==> src/rtl/mrf_spi_master.sv <==
// SPI master for MRF24J40-class radio register access: short/long headers,
// programmable SCK divider, command handshake and a synchronised interrupt detector.
module mrf_spi_master #(
  parameter int CLK_DIV        = 2,
  parameter int SHORT_ADDR_W   = 6,
  parameter int LONG_ADDR_W    = 10,
  parameter int LONG_PAD       = 4,
  parameter int DATA_W         = 8,
  parameter int CS_GAP         = 2,
  parameter int INT_ACTIVE_LOW = 1
) (
  input  logic                   clk,
  input  logic                   rst,
  input  logic                   cmd_valid,
  output logic                   cmd_ready,
  input  logic                   cmd_long,
  input  logic                   cmd_write,
  input  logic [LONG_ADDR_W-1:0] cmd_addr,
  input  logic [DATA_W-1:0]      cmd_wdata,
  output logic                   done,
  output logic [DATA_W-1:0]      rsp_rdata,
  output logic                   busy,
  output logic                   sck,
  output logic                   cs_n,
  output logic                   mosi,
  input  logic                   miso,
  input  logic                   intr,
  output logic                   intr_level,
  output logic                   intr_pulse
);

  localparam int SHORT_N  = SHORT_ADDR_W + 2 + DATA_W;
  localparam int LONG_N   = LONG_ADDR_W + 2 + LONG_PAD + DATA_W;
  localparam int FRAME_W  = (LONG_N > SHORT_N) ? LONG_N : SHORT_N;
  localparam int DIV_W    = (CLK_DIV > 1) ? $clog2(CLK_DIV) : 1;
  localparam int BIT_W    = $clog2(FRAME_W);
  localparam int GAP_LAST = (CS_GAP > 2) ? CS_GAP - 2 : 0;
  localparam int GAP_W    = (GAP_LAST > 0) ? $clog2(GAP_LAST + 1) : 1;
  localparam logic [DIV_W-1:0] DIV_LAST = DIV_W'(CLK_DIV - 1);
  localparam logic INT_INV = (INT_ACTIVE_LOW != 0);

  typedef enum logic [2:0] {IDLE, SETUP, SHIFT_HI, SHIFT_LO, HOLD, GAP} state_t;

  state_t              state;
  logic [DIV_W-1:0]    div_cnt;
  logic [BIT_W-1:0]    bits_left;
  logic [GAP_W-1:0]    gap_cnt;
  logic [FRAME_W-1:0]  shreg;
  logic [FRAME_W-1:0]  frame;
  logic [DATA_W-1:0]   rx_shift;
  logic                is_read;
  logic [SHORT_N-1:0]  short_frame;
  logic [LONG_N-1:0]   long_frame;
  logic [DATA_W-1:0]   tx_data;
  logic                intr_meta;
  logic                intr_sync;

  // Both formats are left-aligned in the shift register so the MSB always leaves first.
  always_comb begin
    tx_data     = cmd_write ? cmd_wdata : '0;
    short_frame = {1'b0, cmd_addr[SHORT_ADDR_W-1:0], cmd_write, tx_data};
    long_frame  = '0;
    long_frame[LONG_N-1 -: LONG_ADDR_W+2] = {1'b1, cmd_addr, cmd_write};
    long_frame[DATA_W-1:0] = tx_data;
    if (cmd_long)
      frame = FRAME_W'(long_frame) << (FRAME_W - LONG_N);
    else
      frame = FRAME_W'(short_frame) << (FRAME_W - SHORT_N);
  end

  always_ff @(posedge clk) begin
    if (rst) begin
      state     <= IDLE;
      div_cnt   <= '0;
      bits_left <= '0;
      gap_cnt   <= '0;
      shreg     <= '0;
      rx_shift  <= '0;
      is_read   <= 1'b0;
      cmd_ready <= 1'b1;
      done      <= 1'b0;
      rsp_rdata <= '0;
      busy      <= 1'b0;
      sck       <= 1'b0;
      cs_n      <= 1'b1;
      mosi      <= 1'b0;
    end else begin
      done <= 1'b0;
      case (state)
        IDLE: begin
          if (cmd_valid && cmd_ready) begin
            shreg     <= frame;
            mosi      <= frame[FRAME_W-1];
            bits_left <= cmd_long ? BIT_W'(LONG_N - 1) : BIT_W'(SHORT_N - 1);
            is_read   <= ~cmd_write;
            cs_n      <= 1'b0;
            busy      <= 1'b1;
            cmd_ready <= 1'b0;
            div_cnt   <= '0;
            state     <= SETUP;
          end
        end
        SETUP: begin
          if (div_cnt == DIV_LAST) begin
            div_cnt <= '0;
            sck     <= 1'b1;
            state   <= SHIFT_HI;
          end else begin
            div_cnt <= div_cnt + 1'b1;
          end
        end
        SHIFT_HI: begin
          if (div_cnt == '0)
            rx_shift <= {rx_shift[DATA_W-2:0], miso};
          if (div_cnt == DIV_LAST) begin
            div_cnt <= '0;
            sck     <= 1'b0;
            state   <= SHIFT_LO;
            if (bits_left != '0) begin
              shreg <= shreg << 1;
              mosi  <= shreg[FRAME_W-2];
            end
          end else begin
            div_cnt <= div_cnt + 1'b1;
          end
        end
        SHIFT_LO: begin
          if (div_cnt == DIV_LAST) begin
            div_cnt <= '0;
            if (bits_left == '0) begin
              state <= HOLD;
              cs_n  <= 1'b1;
              mosi  <= 1'b0;
              done  <= 1'b1;
              if (is_read)
                rsp_rdata <= rx_shift;
            end else begin
              bits_left <= bits_left - 1'b1;
              sck       <= 1'b1;
              state     <= SHIFT_HI;
            end
          end else begin
            div_cnt <= div_cnt + 1'b1;
          end
        end
        // HOLD already counts as the first cs_n-high cycle after the frame.
        HOLD: begin
          gap_cnt <= '0;
          if (CS_GAP <= 1) begin
            state     <= IDLE;
            cmd_ready <= 1'b1;
            busy      <= 1'b0;
          end else begin
            state <= GAP;
          end
        end
        GAP: begin
          if (gap_cnt == GAP_W'(GAP_LAST)) begin
            state     <= IDLE;
            cmd_ready <= 1'b1;
            busy      <= 1'b0;
          end else begin
            gap_cnt <= gap_cnt + 1'b1;
          end
        end
        default: state <= IDLE;
      endcase
    end
  end

  // Polarity is folded in before the synchroniser so cleared flops mean "inactive".
  always_ff @(posedge clk) begin
    if (rst) begin
      intr_meta  <= 1'b0;
      intr_sync  <= 1'b0;
      intr_level <= 1'b0;
      intr_pulse <= 1'b0;
    end else begin
      intr_meta  <= intr ^ INT_INV;
      intr_sync  <= intr_meta;
      intr_level <= intr_sync;
      intr_pulse <= intr_sync & ~intr_level;
    end
  end

endmodule

==> config.mk <==
export PLATFORM = sky130hd
export DESIGN_NAME = mrf_spi_master
export DESIGN_NICKNAME = d
export VERILOG_FILES = /design/src/rtl/mrf_spi_master.sv
export SDC_FILE = /design/constraint.sdc
export NUM_CORES = 1
export LEC_CHECK = 0
export CAP_MARGIN = 20
export CORE_MARGIN = 4
export CORE_UTILIZATION = 40
export DETAILED_ROUTE_END_ITERATION = 10
export PLACE_DENSITY = 0.65
export SYNTH_ARGS = -nofsm -noshare
export SYNTH_HDL_FRONTEND = slang
export SYNTH_SLANG_ARGS = --single-unit
==> constraint.sdc <==
create_clock -name clk -period 2.4 [get_ports clk]
set_clock_uncertainty 0.05 [all_clocks]
set_input_delay 0.24 -clock clk [delete_from_list [all_inputs] [get_ports clk]]
set_output_delay 0.24 -clock clk [all_outputs]
set_load 0.02 [all_outputs]
==> Word-level counts from Yosys, hierarchy flattened <==
Cells that the tools add are included.
{ "totals": {"ff_bits": 60, "input_bits": 25, "output_inout_bits": 16, "word_cells": 107} }
{ "op_classes": {"n_addsub": 3, "n_eq_ne": 13, "n_mux": 43, "n_bitwise": 6, "n_reduce_logical": 24} }
{ "op_table": {"columns": ["operator", "n"], "rows": [
  ["$mux 23", 3],
  ["$pmux 23 s2", 1],
  ["$mux 24", 1],
  ["$mux 5", 4],
  ["$mux 1", 18],
  ["$mux 3", 6],
  ["$pmux 3 s6", 1],
  ["$ne 2x2->1 const B", 8],
  ["$reduce_and 4->1", 4],
  ["$pmux 1 s2", 5],
  ["$pmux 5 s2", 1],
  ["$reduce_and 5->1", 2],
  ["$reduce_bool 2->1", 5],
  ["$mux 8", 1],
  ["$eq 3x2->1 const B", 2],
  ["$eq 3x3->1 const B", 2],
  ["$pmux 1 s3", 2],
  ["$reduce_and 2->1", 3],
  ["$reduce_and 6->1", 1],
  ["$reduce_bool 3->1", 2],
  ["$reduce_or 3->1", 2],
  ["$logic_not 5->1", 1],
  ["$not 1->1", 5],
  ["$reduce_bool 5->1", 1],
  ["other kinds (7)", 8]
]} }

==> Logic depth before layout (Yosys ltp) <==
{ "logic_depth": {"ltp_word": 4, "mapped_depth": 7, "mapped_depth_nobuf": 6} }

==> Worst setup path after synthesis <==
No wires, ideal clock.
{ "synth_path": {"path_type": "reg-to-reg", "from": "register bits_left[0]", "to": "register shreg[10]", "setup_time_ps": 88, "arrival_ps": 1694, "path_slack_ps": 568, "stages_incl_launch_ff": 8, "n_path_buf": 1, "period_less_slack_ps": 1832, "path_cell_list": "dfxtp_1 > inv_1 > ha_1 > or4b_4 > a22oi_4 > nor2_4 > buf_6 > a311oi_2"} }
{ "synth_via": {"elab_chain_cells": 3} }
{ "synth_rtl": {"columns": ["item", "line", "source"], "rows": [
  ["start, declared", "46", "logic [BIT_W-1:0] bits_left;"],
  ["start signal, assigned", "94", "bits_left <= cmd_long ? BIT_W'(LONG_N - 1) : BIT_W'(SHORT_N - 1);"],
  ["start signal, assigned", "138", "bits_left <= bits_left - 1'b1;"],
  ["$reduce_bool 5->1", "119", "if (bits_left != '0) begin"],
  ["$ne 2x2->1 (no source line)", null, null],
  ["$reduce_and 4->1 (no source line)", null, null],
  ["end signal, assigned", "92", "shreg <= frame;"],
  ["end signal, assigned", "120", "shreg <= shreg << 1;"],
  ["end, declared", "48", "logic [FRAME_W-1:0] shreg;"]
]} }
Every way passes these cells.
A chain may end at the register's enable or synchronous reset.

==> Worst setup path after layout <==
{ "layout_path": {"from": "register bits_left[0]", "to": "register shreg[1]"} }
Same word-level chain as after synthesis.

==> run_results.csv <==
group,metric,value,unit
detailed_routing,post_drt_wl_per_cell,15.07,um
clock_tree,path_clk_slew,60,ps
worst_setup_path,cp.required,2580,ps
worst_setup_path,path_cells,"inv_1 > ha_1 > or4b_4 > a22oi_4 > nor2_4 > a311oi_1",
floorplanning,dieWidth,91.45,um
finish,fillers,655,
clock_tree,post_cts_buffers,0,
clock_tree,cts_tree,"yes",
detailed_routing,via_per_inst,5.421,
worst_setup_path,crit_fanout,15,
logic_synthesis,synth_cell_types,47,
pwr,leakage,0.001281,uW
logic_synthesis,async_flop_share,0,
logic_synthesis,ys.flop_type,"dfxtp_1",
logic_synthesis,syn-num-nets,346,
detailed_routing,drt_iter0_drc,137,
floorplanning,die_height,91.45,um
pwr,pwr_density_cell,729.1,mW/mm^2
global_route,grtUsageTotal,0.1716,
detailed_routing,drt-total-wl,6874,um
floorplanning,fp.coreArea,0.006794,sq mm
worst_setup_path,crit_slowest_cell,"or4b_4",
pwr,ir_drop,0.3423,mV
timing,fin_crit_sh,0.8533,
clock_tree,cts.sinks,59,
worst_setup_path,cp-end-kind,"flop",
clock_tree,ctsHoldBuffers,0,
finish,antenna_cells,0,
clock_tree,cts-root-buf,"clkbuf_8",
timing,finalHoldViolations,0,
placed_design,io_buffers,40,
logic_synthesis,synth_area_per_cell,8.704,sq um
logic_synthesis,synth_area,0.002785,sq mm
global_route,antenna_found_initial,0,
flow_run,maxCapViolCount,0,
timing,finalMaxSlewViolations,0,
floorplanning,rows,30,
logic_synthesis,ys_warn_count,0,
finish,multi_input_area,0.001445,sq mm
logic_synthesis,synthCells,320,
floorplanning,io_pins,41,
floorplanning,start_util,0.4099,
detailed_routing,drc,0,
finish,instances_no_fill,456,
worst_setup_path,crit_type,"reg -> reg",
floorplanning,die_area,0.008362,sq mm
finish,final_nets,381,
placed_design,post-dp-hpwl,4569,um
detailed_routing,vias,2472,
timing,timing.final.crit_period,2048,ps
placed_design,dpl.cell_count,440,
global_route,grt_pass1_vias,2502,
clock_tree,cts_buffer_depth,2,
detailed_routing,detail_route.first_pass.iterations,4,
timing,holdWs,226.1,ps
timing,rsz0062_at_grt,"false",
global_route,grt_start_max_net_pins,39,
clock_tree,cts_resized,0,
clock_tree,h-tree-depth,3,
finish,layout-drive-gt1-share,0.1306,
detailed_routing,detail-route-antenna-nets,0,
placed_design,globalplace.congestion,0.8753,
timing,fmax,488.3,MHz
finish,area_growth,25.56,%
status,outcome,"finished, final reports clean",
global_route,grt_overflow,0,
timing,setup_viol,0,
logic_synthesis,ys_ff_latch,59,
worst_hold_path,hold_path_class,"in -> reg",
clock_tree,worstSkewPairLatency,330,ps
worst_setup_path,slowest_delay,510,ps
timing,worstMarginPinSlew,499.9,ps
clock_tree,numCtsBuffers,9,
logic_synthesis,synth_edf_count,0,
timing,slew_headroom,0.6663,
logic_synthesis,ys_seq_area_frac,0.4241,
timing,setup_tns,0,ps
worst_setup_path,crit_arrival,2230,ps
global_route,grt_pass1_wl,11780,um
finish,seq_area,0.001181,sq mm
worst_setup_path,start_kind,"flop",
## cell usage after synthesis, drive strengths merged (2+ instances only)
library cell / instances / area [sq um]
dfxtp: 59 / 1181
nand2b: 2 / 12.51
a311oi: 12 / 142.6
o21bai: 3 / 22.52
nor3: 7 / 35.03
nand4: 10 / 68.81
buf: 10 / 57.55
nor2: 17 / 78.82
o31ai: 2 / 25.02
a211oi: 4 / 35.03
a21oi: 46 / 230.2
clkbuf: 19 / 71.32
mux2i: 14 / 140.1
a31oi: 4 / 25.02
o2111ai: 7 / 61.31
nand2: 43 / 161.4
a221o: 2 / 20.02
o21ai: 14 / 70.07
o211ai: 3 / 22.52
inv: 8 / 30.03
nor2b: 6 / 37.54
nand3: 8 / 40.04
a21o: 3 / 22.52
## final timing paths
path | start | end | slack (ps) | cells past startpoint
worst max-delay path | bits_left[0] | shreg[1] | 350 | 6
worst min-delay path | rst | busy | 230 | 2
worst max register to register | bits_left[0] | shreg[1] | 350 | 6
worst min register to register | intr_meta | intr_sync | 390 | 1
## flip-flops by register name, indices dropped and copies added (netlist names), 3 cells and up
signal,count
rx_shift,8
shreg,23
state,3
rsp_rdata,8
bits_left,5
## layer usage
metal,vias up,GRT usage,wire length (um)
met1,1168,0.2281,3321
met5,-,0,0
met4,0,0.04146,38
met3,5,0.05634,282
li1,1246,-,-
met2,53,0.2684,3230
## power by group
group          total [uW]  switching [uW]  internal, uW
sequential           1110            59.5          1050
clock                1020             379           640
combinational         423             230           193
## kinds of logic (layout without fill, tap and decap cells)
kind of cell	count (synthesis)	count (layout)	synth area share
fa+ha+maj	1	1	0.004492
compound gates	106	106	0.2677
flops	59	59	0.4241
buf+inv	37	77	0.05705
mux	14	14	0.05031
simple gates	103	103	0.1963
## critical path, delay by kind of cell, from the launching register on
kind | cells | cell delay (ps)
compound gates | 2 | 630
fa+ha+maj | 1 | 180
buf+inv | 1 | 60
flops | 1 | 330
simple gates | 2 | 680
## area by class of cell
cell class                 count  share of cell area
clock inverter                 4             0.02075
sequential                    59              0.3377
tap                           96             0.03435
timing repair buffer          53              0.1410
multi-input combinational    224              0.4132
inverter                       8            0.008587
clock buffer                  12             0.04437
## metrics by stage
| stage | setup slack (ps) | power, uW | util | cell area [sq um] |
|---|---|---|---|---|
| after global routing | 186.1 | 2678 | 0.5147 | 3497 |
| after global placement | 447.7 | 1541 | 0.4812 | 3269 |
| after detailed placement | 372.0 | 1550 | 0.4812 | 3269 |
| after CTS | 351.7 | 2580 | 0.5147 | 3497 |
| final | 352.2 | 2550 | 0.5147 | 3497 |
| after floorplan | 568.0 | 1411 | - | 2785 |
## placed cells by master, fill, tap and decap left out, drive strengths merged, types with 8 or more instances in the layout
| master | instances |
|---|---|
| clkdlybuf4s50 | 39 |
| a21oi | 46 |
| dfxtp | 59 |
| nand2 | 43 |
| buf | 14 |
| inv | 8 |
| a311oi | 12 |
| o21ai | 14 |
| nand4 | 10 |
| clkbuf | 12 |
| mux2i | 14 |
| nor2 | 17 |
| nand3 | 8 |
Power figures use the tool's default switching activity.
